`config.mk`:
```
export PLATFORM = sky130hd
export DESIGN_NAME = regfile_wb_arbiter
export DESIGN_NICKNAME = d
export VERILOG_FILES = /design/src/rtl/regfile_wb_arbiter.sv
export SDC_FILE = /design/constraint.sdc
export NUM_CORES = 1
export LEC_CHECK = 0
export ABC_AREA = 1
export BUFFER_PORTS_ARGS = -buffer_cell sky130_fd_sc_hd__clkbuf_2
export CORE_MARGIN = 3
export CORE_UTILIZATION = 35
export DETAILED_ROUTE_END_ITERATION = 12
export PLACE_DENSITY = 0.85
export SETUP_SLACK_MARGIN = 0.02
export SLEW_MARGIN = 0
export SYNTH_ARGS = -nofsm -noshare
export SYNTH_HDL_FRONTEND = slang
export SYNTH_SLANG_ARGS = --single-unit
```
`constraint.sdc`:
```
create_clock -name clk -period 1.6 [get_ports clk]
set_input_delay 0.16 -clock clk [delete_from_list [all_inputs] [get_ports clk]]
set_output_delay 0.16 -clock clk [all_outputs]
set_load 0.01 [all_outputs]
```
`src/rtl/regfile_wb_arbiter.sv`:
```
// regfile_wb_arbiter
// Two writeback requesters share the single register-file write port:
// r0 carries ALU results and r1 carries memory loads. Each side uses a
// valid/ready handshake. r1 wins ties, but only for MAX_BURST grants in a
// row while r0 is waiting, so r0 cannot starve.
// Accepted writes go through one registered stage that drives the register
// file directly. Writes to address 0 are accepted but never enabled.
// Optional feature macro: REGFILE_WB_FWD_EN. When it is defined, the
// registered write is bypassed to two read ports. When it is not defined,
// the bypass outputs read as constant zero.

module regfile_wb_arbiter #(
  parameter int DW        = 32,
  parameter int AW        = 5,
  parameter int MAX_BURST = 3
) (
  input  logic          clk,
  input  logic          reset,
  input  logic          r0_valid,
  input  logic [AW-1:0] r0_addr,
  input  logic [DW-1:0] r0_data,
  output logic          r0_ready,
  input  logic          r1_valid,
  input  logic [AW-1:0] r1_addr,
  input  logic [DW-1:0] r1_data,
  output logic          r1_ready,
  output logic          regWrite,
  output logic [AW-1:0] writeReg,
  output logic [DW-1:0] writeData,
  output logic          pend_valid,
  output logic [AW-1:0] pend_addr,
  input  logic [AW-1:0] fwd_addr1,
  input  logic [AW-1:0] fwd_addr2,
  output logic          fwd_hit1,
  output logic          fwd_hit2,
  output logic [DW-1:0] fwd_data1,
  output logic [DW-1:0] fwd_data2
);

  localparam int            CW      = $clog2(MAX_BURST + 1);
  localparam logic [CW-1:0] MAX_CNT = CW'(MAX_BURST);

  logic [CW-1:0] burst_cnt_r;
  logic          r0_grant_s;
  logic          r1_grant_s;
  logic          sel_we_s;
  logic [AW-1:0] sel_addr_s;
  logic [DW-1:0] sel_data_s;
  logic          regwrite_r;
  logic [AW-1:0] writereg_r;
  logic [DW-1:0] writedata_r;

  // Grant: r1 has priority until its burst budget is spent while r0 waits.
  always_comb begin
    r1_grant_s = r1_valid & (~r0_valid | (burst_cnt_r < MAX_CNT));
    r0_grant_s = r0_valid & ~r1_grant_s;
  end

  assign r0_ready = r0_grant_s;
  assign r1_ready = r1_grant_s;

  // Select the accepted request. Address 0 is taken but never enabled.
  always_comb begin
    sel_we_s   = 1'b0;
    sel_addr_s = writereg_r;
    sel_data_s = writedata_r;
    case ({r1_grant_s, r0_grant_s})
      2'b10: begin
        sel_we_s   = (r1_addr != {AW{1'b0}});
        sel_addr_s = r1_addr;
        sel_data_s = r1_data;
      end
      2'b01: begin
        sel_we_s   = (r0_addr != {AW{1'b0}});
        sel_addr_s = r0_addr;
        sel_data_s = r0_data;
      end
      default: begin
        sel_we_s   = 1'b0;
        sel_addr_s = writereg_r;
        sel_data_s = writedata_r;
      end
    endcase
  end

  // Count consecutive r1 grants taken while r0 waits; any r0 grant or r0 idle clears it.
  always_ff @(posedge clk or negedge reset) begin
    if (!reset) begin
      burst_cnt_r <= {CW{1'b0}};
    end else if (r0_grant_s || !r0_valid) begin
      burst_cnt_r <= {CW{1'b0}};
    end else if (r1_grant_s && (burst_cnt_r != MAX_CNT)) begin
      burst_cnt_r <= burst_cnt_r + {{(CW-1){1'b0}}, 1'b1};
    end else begin
      burst_cnt_r <= burst_cnt_r;
    end
  end

  // Output stage: one write per accept. Address and data hold when idle.
  always_ff @(posedge clk or negedge reset) begin
    if (!reset) begin
      regwrite_r  <= 1'b0;
      writereg_r  <= {AW{1'b0}};
      writedata_r <= {DW{1'b0}};
    end else begin
      regwrite_r  <= sel_we_s;
      writereg_r  <= sel_addr_s;
      writedata_r <= sel_data_s;
    end
  end

  assign regWrite   = regwrite_r;
  assign writeReg   = writereg_r;
  assign writeData  = writedata_r;
  assign pend_valid = regwrite_r;
  assign pend_addr  = writereg_r;

`ifdef REGFILE_WB_FWD_EN
  // Bypass the registered write to the read ports. Register 0 never matches.
  always_comb begin
    fwd_hit1  = regwrite_r & (writereg_r == fwd_addr1) & (fwd_addr1 != {AW{1'b0}});
    fwd_hit2  = regwrite_r & (writereg_r == fwd_addr2) & (fwd_addr2 != {AW{1'b0}});
    if (fwd_hit1) begin
      fwd_data1 = writedata_r;
    end else begin
      fwd_data1 = {DW{1'b0}};
    end
    if (fwd_hit2) begin
      fwd_data2 = writedata_r;
    end else begin
      fwd_data2 = {DW{1'b0}};
    end
  end
`else
  // Bypass disabled. The read-address inputs stay on the pin list, but the
  // hit and data outputs are forced to zero.
  always_comb begin
    fwd_hit1  = 1'b0 & (|fwd_addr1);
    fwd_hit2  = 1'b0 & (|fwd_addr2);
    fwd_data1 = {DW{1'b0}};
    fwd_data2 = {DW{1'b0}};
  end
`endif

endmodule

```
== Yosys cells after proc, flatten, opt, wreduce, memory -nomap -nowiden ==
Cells that the tools add are included.
Widths: inputs -> output; s select.
Word-level totals
  register bits: 40
  output and inout bits: 112
  word-level logic and storage cells: 26
Cells by class
  add/subtract/negate cells: 1
  $lt $le $gt $ge: 1
  equality and inequality tests: 3
  mux-type cells: 5
  bitwise gates (word level): 5
  reductions and logical operators: 7
Operators with widths (number)
  $pmux 32 s2: 1
  $pmux 5 s2: 1
  $reduce_bool 5->1: 2
  $mux 2: 2
  $reduce_bool 2->1: 2
  $add 2x1->2 const B: 1
  $and 1x1->1: 2
  $eq 2x1->1 const B: 1
  $eq 2x2->1 const B: 1
  $lt 2x2->1 const B: 1
  $ne 2x2->1 const B: 1
  $not 1->1: 2
  $pmux 1 s2: 1
  $logic_and 1x1->1: 1
  $logic_not 1->1: 1
  $logic_or 1x1->1: 1
  $or 1x1->1: 1

== Longest topological paths before layout ==
Gate-level depths: netlist of the first run.
  depth in word-level cells: 7
  depth in mapped cells: 7
  mapped depth without buffers: 6

== Least setup slack after synthesis of the first run ==
No wires, ideal clock.
  kind: reg2reg
  from: reg burst_cnt_r[0]
  to: reg writereg_r[0], in the netlist pend_addr[0]
  arrival time: 1.241 ns
  data required time: 1.532 ns
  path slack: 0.291 ns
  stages on the path, launching flop included: 8
  cells stage by stage: dfrtp_1 ha_1 nand2_1 nand2_1 inv_2 buf_2 nand2_1 nand3_1
On the way
  cells in the longest elaborated chain, start to end: 7
Ends and longest elaborated chain
  start: declaration: RTL line 43  | logic [CW-1:0] burst_cnt_r;
  start signal: assignment: RTL line 89  | burst_cnt_r <= {CW{1'b0}};
  start signal: assignment: RTL line 91  | burst_cnt_r <= {CW{1'b0}};
  start signal: assignment: RTL line 93  | burst_cnt_r <= burst_cnt_r + {{(CW-1){1'b0}}, 1'b1};
  $lt 2x2->1 *: RTL line 55  | r1_grant_s = r1_valid & (~r0_valid | (burst_cnt_r < MAX_CNT));
  $or 1x1->1 *: RTL line 55
  $and 1x1->1 *: RTL line 55
  via r1_ready: RTL line 26  | output logic r1_ready,
  $not 1->1: RTL line 56  | r0_grant_s = r0_valid & ~r1_grant_s;
  $and 1x1->1: RTL line 56
  $eq 2x1->1 / $eq 2x2->1 (equally long branches): RTL line 67  | case ({r1_grant_s, r0_grant_s})
  $pmux 5 s2 / $reduce_bool 2->1 (equally long branches)
  end signal: assignment: RTL line 103  | writereg_r <= {AW{1'b0}};
  end signal: assignment: RTL line 107  | writereg_r <= sel_addr_s;
  end: declaration: RTL line 50  | logic [AW-1:0] writereg_r;
Mark *: on every way through the listed nets, which the timed path passes. The rest lies on a longest branch.
A chain may end at the register's enable or synchronous reset.

== Final worst setup path of the first run ==
  from: reg burst_cnt_r[0]
  to: out r0_ready
On the way
  cells in the longest elaborated chain, start to end: 5
Ends and longest elaborated chain
  $lt 2x2->1: RTL line 55
  $or 1x1->1: RTL line 55
  $and 1x1->1: RTL line 55
  $not 1->1: RTL line 56
  $and 1x1->1: RTL line 56
  end: declaration: RTL line 22  | output logic r0_ready,
No other way between the ends.

==> parameters.txt, run 1 <==
Parameter                              Value

Outcome
  Run status ... completed

Setup path
  FF-to-FF setup slack ... between 0.1 and 0.15 ns
  Crit path largest cell delay ... roughly 0.36 ns
  Cells along the critical path ... ha_1 > inv_1 > a21oi_4 > clkbuf_2
  Kind of cell adding the most delay to the critical path ... flip-flops
  CP bufs+invs ... 2
  CP Capture Type ... primary output
  Critical path peak fanout ... 9
  Startpoint type of the worst setup path ... flip-flop
  CP max-delay cell ... sky130_fd_sc_hd__dfrtp_1
  Critical path data arrival time ... around 1.4 ns
  Category of the most critical setup path ... flip-flop to primary output
  Endpoint required time on the critical path ... 1.44 ns

Yosys
  Main combinational cell family by area after synthesis ... simple AND/OR/NAND/NOR gates
  Largest area contributor in the synthesized netlist ... sky130_fd_sc_hd__dfrtp_1
  Mean instance size in the synthesized netlist ... 7.84 sq um
  Synthesized instance count ... about 300
  Cell area after synthesis ... around 2300 sq um
  Yosys warnings ... 0
  Area share of xor/xnor cells in the synthesized design ... 0%
  Prevailing post-synth register cell ... sky130_fd_sc_hd__dfrtp_1
  Fraction of registers with async set/reset ... 100%
  Multiplexer area fraction after synthesis ... 0%
  Top cells by area in the synthesized netlist ... sky130_fd_sc_hd__dfrtp_1, sky130_fd_sc_hd__buf_4, sky130_fd_sc_hd__nand2_1
  Share of Yosys cell area claimed by the top area cell type ... 42.8%
  Post-synthesis share of cell area spent on full adders, half adders and majority gates ... less than 1%
  Number of synthesized register bits ... 40
  Portion of the post-synthesis area used by sequential elements ... between 40% and 50%
  Post-synth EDFFs ... 0
  Area fraction in compound gates after synthesis ... around 1.1%
  Simple-gate area share of the yosys netlist ... approximately 29%
  Count of cell types in the netlist ... 16

Pwr
  Switch Pwr ... ~0.73 mW
  Power per cell area ... just over 800 nW/um^2
  Total Power Consumption ... 2.40 mW
  Logic pwr share ... 23.3%
  Sw Share ... 30.3%
  Leakage ... 1.73 nW
  Internal ... 1.67 mW
  Worst supply voltage drop on vdd ... about 0.00033 V
  Sequential share of power ... approximately 48%
  Share of power burned in the clock network ... 28.4%

Clocking
  Clock sink total ... 40
  CTS tree ... done
  Total number of H-tree levels ... 2
  CTS buffer count ... 5
  CTS max path bufs ... 2
  Clock insertion delay at the later pin of the skew report ... roughly 0.28 ns
  Library cell used as clock root buffer ... sky130_fd_sc_hd__clkbuf_8
  Clock Pin Slew Worst Setup and Hold Paths ... 0.08 ns

Floorplanning
  Floorplan die height ... 87.7 um
  Die W ... about 90 um
  Effective utilization at floorplan ... 36.4%
  Number of top-level pins ... 200
  Area of the placeable core ... approximately 6400 sq um
  Floorplan die area ... 7690 sq um
  Placement Rows ... 29

STA
  Number of hold violations in the final report ... 0
  Final number of max-transition violations ... 0
  Post-layout minimum cycle time ... between 1.5 and 2 ns
  Worst hold slack after final layout ... around 0.076 ns
  Sum of negative setup slack ... 0 ns
  Final cycle utilization of the critical path ... roughly 95%
  Pin slew with the least headroom to its limit ... around 0.50 ns
  Number of setup violations in the final report ... 0
  Max_slew headroom ... about two thirds
  Maximum clock skew at final layout ... 0.00775 ns
  Achievable Freq ... about 0.66 GHz
  RSZ-0062 raised after global routing ... true

Finish
  Final #Nets ... ~510
  Area Growth Syn to Fin ... 24.9%
  Fill cells ... between 600 and 700
  N_diodes ... 0
  Area of all sequential standard cells ... roughly 1000 sq um
  Ratio of cells with drive above 1 in the final layout ... between 30 and 40%
  Cell area after layout ... approximately 2900 sq um
  Area taken by multi-input logic gates ... 968 sq um

Global route
  Pin count of the biggest net entering global routing ... 23
  Overall routing resource usage ... between 10% and 20%
  Global-route wire length before repair ... ~7.8 mm
  Antenna violations before repair ... 0
  Number of global-route vias before repair ... 1885
  Sum of overflow across all layers after global routing ... 0

Route
  Post-Route WL ... ~5.4 mm
  Number of remaining DRC errors ... 0
  Initial DRC count ... 65
  Via count ... 2102
  Post-route ant nets ... 0
  Number of iterations in the first detailed-routing pass ... 4
  Via/cell ratio ... approximately 4.2
  Average detailed-routed wire length per instance ... between 10 and 15 um

Placed design
  DP HPWL ... 4.54 mm
  Number of buffer cells added on primary ports ... 123
  Final weighted congestion in routability-driven placement ... about 0.75
  Dpl cell area ... roughly 2800 sq um

Hold path
  Class of the tightest hold or removal check ... input port to flip-flop

Run
  Number of maximum-capacitance constraint violations ... 0
## Yosys cell counts, types with 2 or more instances
cell,count
sky130_fd_sc_hd__buf_2,10
sky130_fd_sc_hd__buf_4,72
sky130_fd_sc_hd__dfrtp_1,40
sky130_fd_sc_hd__inv_1,5
sky130_fd_sc_hd__nand2_1,118
sky130_fd_sc_hd__nand3_1,39
sky130_fd_sc_hd__nor2_1,4
sky130_fd_sc_hd__o21ai_0,2
## timing repair
action                     CTS  global route
hold endpoints to repair    18             0
resized for setup            2             0
buffers inserted             2             0
setup endpoints to repair    1             1
hold buffers                 1             0
## cell usage in the layout, fill, tap and decap left out, drive strengths merged
| cell type | n |
|---|---|
| a21oi | 1 |
| buf | 11 |
| clkbuf | 129 |
| clkinv | 2 |
| conb | 66 |
| dfrtp | 40 |
| dlygate4sd3 | 1 |
| ha | 1 |
| inv | 6 |
| nand2 | 118 |
| nand3 | 39 |
| nand3b | 1 |
| nor2 | 5 |
| nor3 | 1 |
| nor3b | 1 |
| o21ai | 2 |
## worst paths after layout
kind / from / endpoint / cells after the start
worst min-delay path: r0_data[14] / writeData[14] / 3
min in group asynchronous: reset / writeData[29] / 2
worst min register to register: burst_cnt_r[0] / burst_cnt_r[0] / 1
worst max register to register: burst_cnt_r[0] / writeData[28] / 8
max in group asynchronous: reset / writeData[30] / 3
worst max-delay path: burst_cnt_r[0] / r0_ready / 4
## worst min-delay path, cell delays in order
cell and delay [ns]:
sky130_fd_sc_hd__clkbuf_2 0.07, sky130_fd_sc_hd__nand2_1 0.04, sky130_fd_sc_hd__nand3_1 0.05
## layer usage
layer	vias to the layer above	global-route usage (%)	routed length (um)
li1	1038	-	-
met1	944	13.6	2120
met2	111	24.9	2800
met3	9	3.67	441
met4	0	4.88	87
met5	-	0	0
## layout make-up
cell class              count  area share [%]
repair buffers            135            25.1
inverters                   6           0.858
clock inverters             2           0.343
multi-input cells         235            33.2
flip-flops and latches     40            34.3
well taps                  77            3.30
clock buffers               6            2.83
## registers in the layout, summed over array words and instances (netlist names)
register     cells
pend_valid       1
pend_addr        5
burst_cnt_r      2
writeData       32
## kinds of logic (layout without fill, tap and decap cells)
group	count (synthesis)	in the layout
and+or+nand+nor	165	165
buffers and inverters	88	149
DFF	40	40
AOI/OAI and AO/OA	3	3
adders and majority gates	1	1
other	1	66
## stage by stage
stage | setup slack, ns | utilization, % | instances
2_1_floorplan | 0.291 | - | 363
6_report | 0.0849 | 45.4 | 501
5_1_grt | 0.0194 | 45.4 | 501
3_3_place_gp | 0.202 | 43.5 | 490
4_1_cts | 0.0752 | 45.4 | 501
3_5_place_dp | 0.145 | 43.5 | 490
## power groups by stage
| stage | Clock [mW] | Combinational, mW | Sequential (mW) |
|---|---|---|---|
| 2_1_floorplan | 0 | 0.366 | 1.22 |
| 3_3_place_gp | 0 | 0.544 | 1.18 |
| 3_5_place_dp | 0 | 0.558 | 1.18 |
| 4_1_cts | 0.716 | 0.566 | 1.16 |
| 5_1_grt | 0.764 | 0.626 | 1.17 |
| 6_report | 0.683 | 0.560 | 1.16 |
(Power assumes the default switching activity.)
==> run 2, diff against run 1 <==
- CELL_PAD_IN_SITES_DETAIL_PLACEMENT: not set -> 2
- CELL_PAD_IN_SITES_GLOBAL_PLACEMENT: not set -> 2
- CORE_UTILIZATION: 35 -> 18
- PLACE_DENSITY: 0.85 -> 0.89
==> parameters.txt, run 2 (synthesis gave the netlist of run 1 again) <==
Parameter                              Value

Route
  Post-route ant nets ... 0 (unchanged)
  Initial DRC count ... 79 (was 65)
  Via count ... 2254 (was 2102)
  Via/cell ratio ... 3.81 (was 4.20)
  Number of iterations in the first detailed-routing pass ... 2 (was 4)
  Post-Route WL ... 8.17 mm (was 5.45 mm)
  Average detailed-routed wire length per instance ... 13.8 um (was 10.9 um)
  Number of remaining DRC errors ... 0 (unchanged)

Global route
  Global-route wire length before repair ... 12.9 mm (was 7.84 mm)
  Pin count of the biggest net entering global routing ... 41 (was 23)
  Antenna violations before repair ... 0 (unchanged)
  Number of global-route vias before repair ... 2495 (was 1885)
  Sum of overflow across all layers after global routing ... 0 (unchanged)
  Overall routing resource usage ... 11.3% (was 13.1%)

Clocking
  Clock Pin Slew Worst Setup and Hold Paths ... 0.06 ns (was 0.08 ns)
  Total number of H-tree levels ... 2 (unchanged)
  CTS tree ... done (unchanged)
  CTS buffer count ... 5 (unchanged)
  CTS max path bufs ... 2 (unchanged)
  Library cell used as clock root buffer ... sky130_fd_sc_hd__clkbuf_16 (was sky130_fd_sc_hd__clkbuf_8)
  Clock insertion delay at the later pin of the skew report ... 0.28 ns (about the same)
  Clock sink total ... 40 (unchanged)

Finish
  Ratio of cells with drive above 1 in the final layout ... 34.4% (unchanged)
  Highest-count cells in the layout ignoring fill and taps ... sky130_fd_sc_hd__clkbuf_2, sky130_fd_sc_hd__nand2_1, sky130_fd_sc_hd__conb_1 (unchanged)
  Final #Nets ... 512 (unchanged)
  Final cell utilization of the core ... 25.2% (was 45.4%)
  Area Growth Syn to Fin ... 33.3% (was 24.9%)
  N_diodes ... 0 (unchanged)
  Cell area after layout ... 3110 sq um (was 2920 sq um)
  Number of flip-flops under the largest register name ... 32 (unchanged)
  Fill cells ... 1506 (was 633)
  Most frequent standard cell in the layout excluding fill and tap cells ... sky130_fd_sc_hd__clkbuf_2 (unchanged)

Floorplanning
  Placement Rows ... 40 (was 29)
  Die W ... 120 um (was 87.7 um)
  Number of top-level pins ... 200 (unchanged)
  Effective utilization at floorplan ... 18.9% (was 36.4%)
  Area of the placeable core ... 12400 sq um (was 6420 sq um)
  Floorplan die area ... 14400 sq um (was 7690 sq um)
  Floorplan die height ... 120 um (was 87.7 um)

STA
  RSZ-0062 raised after global routing ... false (was true)
  Post-layout minimum cycle time ... 1.49 ns (was 1.52 ns)
  Maximum clock skew at final layout ... 0.00577 ns (was 0.00775 ns)
  Pin slew with the least headroom to its limit ... 0.549 ns (was 0.503 ns)
  Number of setup violations in the final report ... 0 (unchanged)
  Max_slew headroom ... 63.4% (was 66.5%)
  Final number of max-transition violations ... 0 (unchanged)
  Number of hold violations in the final report ... 0 (unchanged)
  Sum of negative setup slack ... 0 ns (unchanged)
  Final cycle utilization of the critical path ... 93.2% (was 94.7%)
  Achievable Freq ... 0.670 GHz (was 0.660 GHz)

Pwr
  Leakage ... 1.76 nW (was 1.73 nW)
  Worst supply voltage drop on vdd ... 0.000311 V (was 0.000330 V)
  Power per cell area ... 933 nW/um^2 (was 824 nW/um^2)

Setup path
  Critical path peak fanout ... 5 (was 9)
  Endpoint required time on the critical path ... 1.44 ns (about the same)
  CP Capture Type ... primary output (unchanged)
  Category of the most critical setup path ... flip-flop to primary output (unchanged)
  CP max-delay cell ... sky130_fd_sc_hd__dfrtp_1 (unchanged)
  FF-to-FF setup slack ... 0.15 ns (was 0.13 ns)
  Cells along the critical path ... ha_1 > nand2_2 > nand2_4 > inv_4 > clkbuf_2 (was ha_1 > inv_1 > a21oi_4 > clkbuf_2)
  Critical path data arrival time ... 1.33 ns (was 1.36 ns)
  Startpoint type of the worst setup path ... flip-flop (unchanged)
  Crit path largest cell delay ... 0.38 ns (was 0.36 ns)

Outcome
  Run status ... completed (unchanged)

Hold path
  Class of the tightest hold or removal check ... input port to flip-flop (unchanged)

Run
  Number of maximum-capacitance constraint violations ... 0 (unchanged)

Placed design
  Final weighted congestion in routability-driven placement ... 0.685 (was 0.751)
  DP HPWL ... 6.66 mm (was 4.54 mm)
  Dpl cell area ... 2900 sq um (was 2790 sq um)
  Number of buffer cells added on primary ports ... 123 (unchanged)
-- run 2: cell types whose count changed in the layout (fill, tap and decap cells not counted), sizes merged --
cell	change
bufinv	+1
clkinv	-1
-- run 2: what timing repair did --
action                                  CTS  global route
pin swaps                                 1             0
buffers inserted                          4             0
endpoints found under the setup margin   10            23
gates resized for setup                   2             2
hold buffers                              1             0
hold endpoints to repair                 40             0
-- run 2: layout make-up --
cell class	count	area (sq um)	area share [%]
Inverter	6	25.0	0.804
Clock buffer	6	129	4.14
Multi-Input combinational cell	235	981	31.5
Clock inverter	2	35.0	1.12
Sequential cell	40	1000	32.1
Tap cell	168	210	6.75
Timing Repair Buffer	135	733	23.5
-- run 2: metrics by stage --
step	setup WS [ns]	instances	hold slack [ns]	total power, mW
after floorplan	0.291	363	-0.136	1.59
after global placement	0.136	579	0.265	1.74
after detailed placement	0.0196	579	0.280	1.77
after CTS	0.0248	592	0.0773	2.97
after global routing	0.0394	592	0.0905	3.07
final	0.108	592	0.0860	2.90
-- run 2: metal layers --
metal,track usage (%),routed length (um),vias to the layer above
li1,-,-,1037
met3,3.20,676,12
met1,12.3,3150,1075
met4,3.01,128,0
met5,0,0,-
met2,21.3,4220,130
-- run 2: power by group --
part,internal (mW),total [mW],switching (mW)
Combinational,0.227,0.594,0.367
Clock,0.734,1.14,0.410
Sequential,1.11,1.17,0.0597
Total,2.07,2.90,0.837
-- run 2: worst max-delay path: cells and delay by family (launching register included) --
kind / cells / cell delay [ns]
flip-flops: 1 / 0.38
adder cells (fa/ha/maj): 1 / 0.24
buffers and inverters: 2 / 0.23
AND/OR/NAND/NOR: 2 / 0.20
-- run 2: final timing paths --
| kind | cells after the start | to | startpoint |
|---|---|---|---|
| worst max-delay path | 5 | r1_ready | burst_cnt_r[0] |
| worst min-delay path | 3 | writeData[24] | r0_data[24] |
| worst max register to register | 8 | writeData[10] | burst_cnt_r[0] |
| worst min register to register | 1 | burst_cnt_r[0] | burst_cnt_r[0] |
| min in group asynchronous | 3 | writeData[25] | reset |
| max in group asynchronous | 3 | writeData[3] | reset |
==> run 3, diff against run 2 <==
- CELL_PAD_IN_SITES_DETAIL_PLACEMENT: 2 -> not set
- CELL_PAD_IN_SITES_GLOBAL_PLACEMENT: 2 -> not set
- CORE_UTILIZATION: 18 -> 35
- PLACE_DENSITY: 0.89 -> 0.85
- clock period: 1.6 -> 1.5 ns (I/O delays scaled with it)
==> parameters.txt, run 3 (synthesis gave the netlist of run 1 again) <==
Parameter                              Value

Clocking
  Clock sink total ... 40 (unchanged)
  Library cell used as clock root buffer ... sky130_fd_sc_hd__clkbuf_8 (was sky130_fd_sc_hd__clkbuf_16)
  CTS max path bufs ... 2 (unchanged)
  CTS buffer count ... 5 (unchanged)
  CTS tree ... done (unchanged)
  Total number of H-tree levels ... 2 (unchanged)
  Clock insertion delay at the later pin of the skew report ... 0.28 ns (about the same)
  Clock Pin Slew Worst Setup and Hold Paths ... 0.07 ns (was 0.06 ns)

Route
  Detailed route wirelength on metal2 ... 2.99 mm (was 4.22 mm)
  Post-route ant nets ... 0 (unchanged)
  Number of iterations in the first detailed-routing pass ... 4 (was 2)
  Number of remaining DRC errors ... 0 (unchanged)
  Metal1 wirelength ... 2.21 mm (was 3.15 mm)
  Initial DRC count ... 98 (was 79)
  Met3 WL post-DR ... 417 um (was 676 um)
  Via/cell ratio ... 4.26 (was 3.81)
  Uppermost layer routed ... met4 (unchanged)
  Via count ... 2158 (was 2254)
  Average detailed-routed wire length per instance ... 11.2 um (was 13.8 um)
  Post-Route WL ... 5.67 mm (was 8.17 mm)

STA
  Sum of negative setup slack ... 0 ns (unchanged)
  RSZ-0062 raised after global routing ... false (unchanged)
  Max_slew headroom ... 66.2% (was 63.4%)
  Number of hold violations in the final report ... 0 (unchanged)
  Final cycle utilization of the critical path ... a little over nine tenths
  Final number of max-transition violations ... 0 (unchanged)
  Post-layout minimum cycle time ... between 1 and 1.5 ns
  Maximum clock skew at final layout ... 0.00286 ns (was 0.00577 ns)
  Pin slew with the least headroom to its limit ... 0.507 ns (was 0.549 ns)
  Number of setup violations in the final report ... 0 (unchanged)
  Achievable Freq ... just over 0.7 GHz

Floorplanning
  Area of the placeable core ... 6420 sq um (was 12400 sq um)
  Number of top-level pins ... 200 (unchanged)
  Placement Rows ... 29 (was 40)
  Effective utilization at floorplan ... 36.4% (was 18.9%)
  Die W ... 87.7 um (was 120 um)
  Floorplan die area ... 7690 sq um (was 14400 sq um)
  Floorplan die height ... 87.7 um (was 120 um)

Placed design
  Number of buffer cells added on primary ports ... 123 (unchanged)
  DP HPWL ... 4.62 mm (was 6.66 mm)
  Final weighted congestion in routability-driven placement ... 0.781 (was 0.685)

Finish
  Highest-count cells in the layout ignoring fill and taps ... sky130_fd_sc_hd__clkbuf_2, sky130_fd_sc_hd__nand2_1, sky130_fd_sc_hd__conb_1 (unchanged)
  Area taken by multi-input logic gates ... 973 sq um (was 981 sq um)
  Final #Nets ... 517 (was 512)
  Number of flip-flops under the largest register name ... 32 (unchanged)
  N_diodes ... 0 (unchanged)
  Final cell utilization of the core ... 46.3% (was 25.2%)
  Most frequent standard cell in the layout excluding fill and tap cells ... sky130_fd_sc_hd__clkbuf_2 (unchanged)
  Area of all sequential standard cells ... 1000 sq um (unchanged)
  Area Growth Syn to Fin ... 27.4% (was 33.3%)
  Ratio of cells with drive above 1 in the final layout ... 35.4% (was 34.4%)
  Fill cells ... 644 (was 1506)

Global route
  Global-route wire length before repair ... 8.44 mm (was 12.9 mm)
  Pin count of the biggest net entering global routing ... 23 (was 41)
  Sum of overflow across all layers after global routing ... 0 (unchanged)
  Antenna violations before repair ... 0 (unchanged)
  Overall routing resource usage ... 14.0% (was 11.3%)
  Number of global-route vias before repair ... 1913 (was 2495)

Setup path
  Critical path data arrival time ... 1.26 ns (was 1.33 ns)
  Category of the most critical setup path ... flip-flop to primary output (unchanged)
  Critical path peak fanout ... 3 (was 5)
  Endpoint required time on the critical path ... 1.35 ns (was 1.44 ns)
  CP Capture Type ... primary output (unchanged)
  Startpoint type of the worst setup path ... flip-flop (unchanged)

Pwr
  Worst supply voltage drop on vdd ... 0.000344 V (was 0.000311 V)
  Power per cell area ... 909 nW/um^2 (was 933 nW/um^2)
  Leakage ... 1.76 nW (about the same)
  Total Power Consumption ... 2.71 mW (was 2.90 mW)

Hold path
  Class of the tightest hold or removal check ... input port to flip-flop (unchanged)

Run
  Number of maximum-capacitance constraint violations ... 0 (unchanged)

Outcome
  Run status ... completed (unchanged)
run 3: cell type report:
cell class / count / share of cell area, %
Clock buffer: 6 / 2.44
Clock inverter: 2 / 1.18
Inverter: 6 / 0.925
Multi-Input combinational cell: 235 / 32.7
Sequential cell: 40 / 33.6
Tap cell: 77 / 3.24
Timing Repair Buffer: 140 / 25.9
run 3: path summary, 6_finish.rpt:
path,from,end,slack (ns),cells after the start
worst max-delay path,burst_cnt_r[0],r0_ready,0.09,4
worst min-delay path,r0_data[1],writeData[1],0.06,3
worst max register to register,burst_cnt_r[0],writeData[28],0.12,8
worst min register to register,burst_cnt_r[0],burst_cnt_r[0],0.45,1
max in group asynchronous,reset,writeData[11],0.63,3
min in group asynchronous,reset,writeData[29],0.36,2
run 3: per-layer routing:
| layer | up-vias | track usage [%] |
|---|---|---|
| met4 | 0 | 3.07 |
| met2 | 111 | 26.8 |
| li1 | 1049 | - |
| met1 | 991 | 15.1 |
| met3 | 7 | 3.86 |
| met5 | - | 0 |
run 3: stage by stage:
stage                     hold WS, ns  area [sq um]  cells  setup WS, ns
after floorplan                -0.146          2580    363         0.191
after global placement          0.134          2800    491         0.179
after detailed placement        0.140          2800    491         0.111
after CTS                      0.0517          2940    502        0.0306
after global routing           0.0430          2980    506        0.0251
final                          0.0623          2980    506        0.0896
run 3: critical path: stages, from the launching register on:
cell and delay, ns:
sky130_fd_sc_hd__dfrtp_1 0.36, sky130_fd_sc_hd__ha_2 0.20, sky130_fd_sc_hd__inv_1 0.07, sky130_fd_sc_hd__a21oi_4 0.18
sky130_fd_sc_hd__buf_2 0.17
run 3: power by group:
part	total, mW	internal (mW)	switching, mW	leakage, nW
Combinational	0.611	0.249	0.362	1.22
Sequential	1.24	1.18	0.0593	0.485
Clock	0.858	0.494	0.364	0.0552
Total	2.71	1.92	0.785	1.76
run 3: timing repair:
| item | 4_1_cts | 5_1_grt |
|---|---|---|
| endpoints found under the hold margin | 18 | 0 |
| hold buffers | 1 | 0 |
| pin swaps | 1 | 2 |
| endpoints found under the setup margin | 2 | 2 |
| resized for setup | 4 | 2 |
| buffers inserted | 2 | 4 |
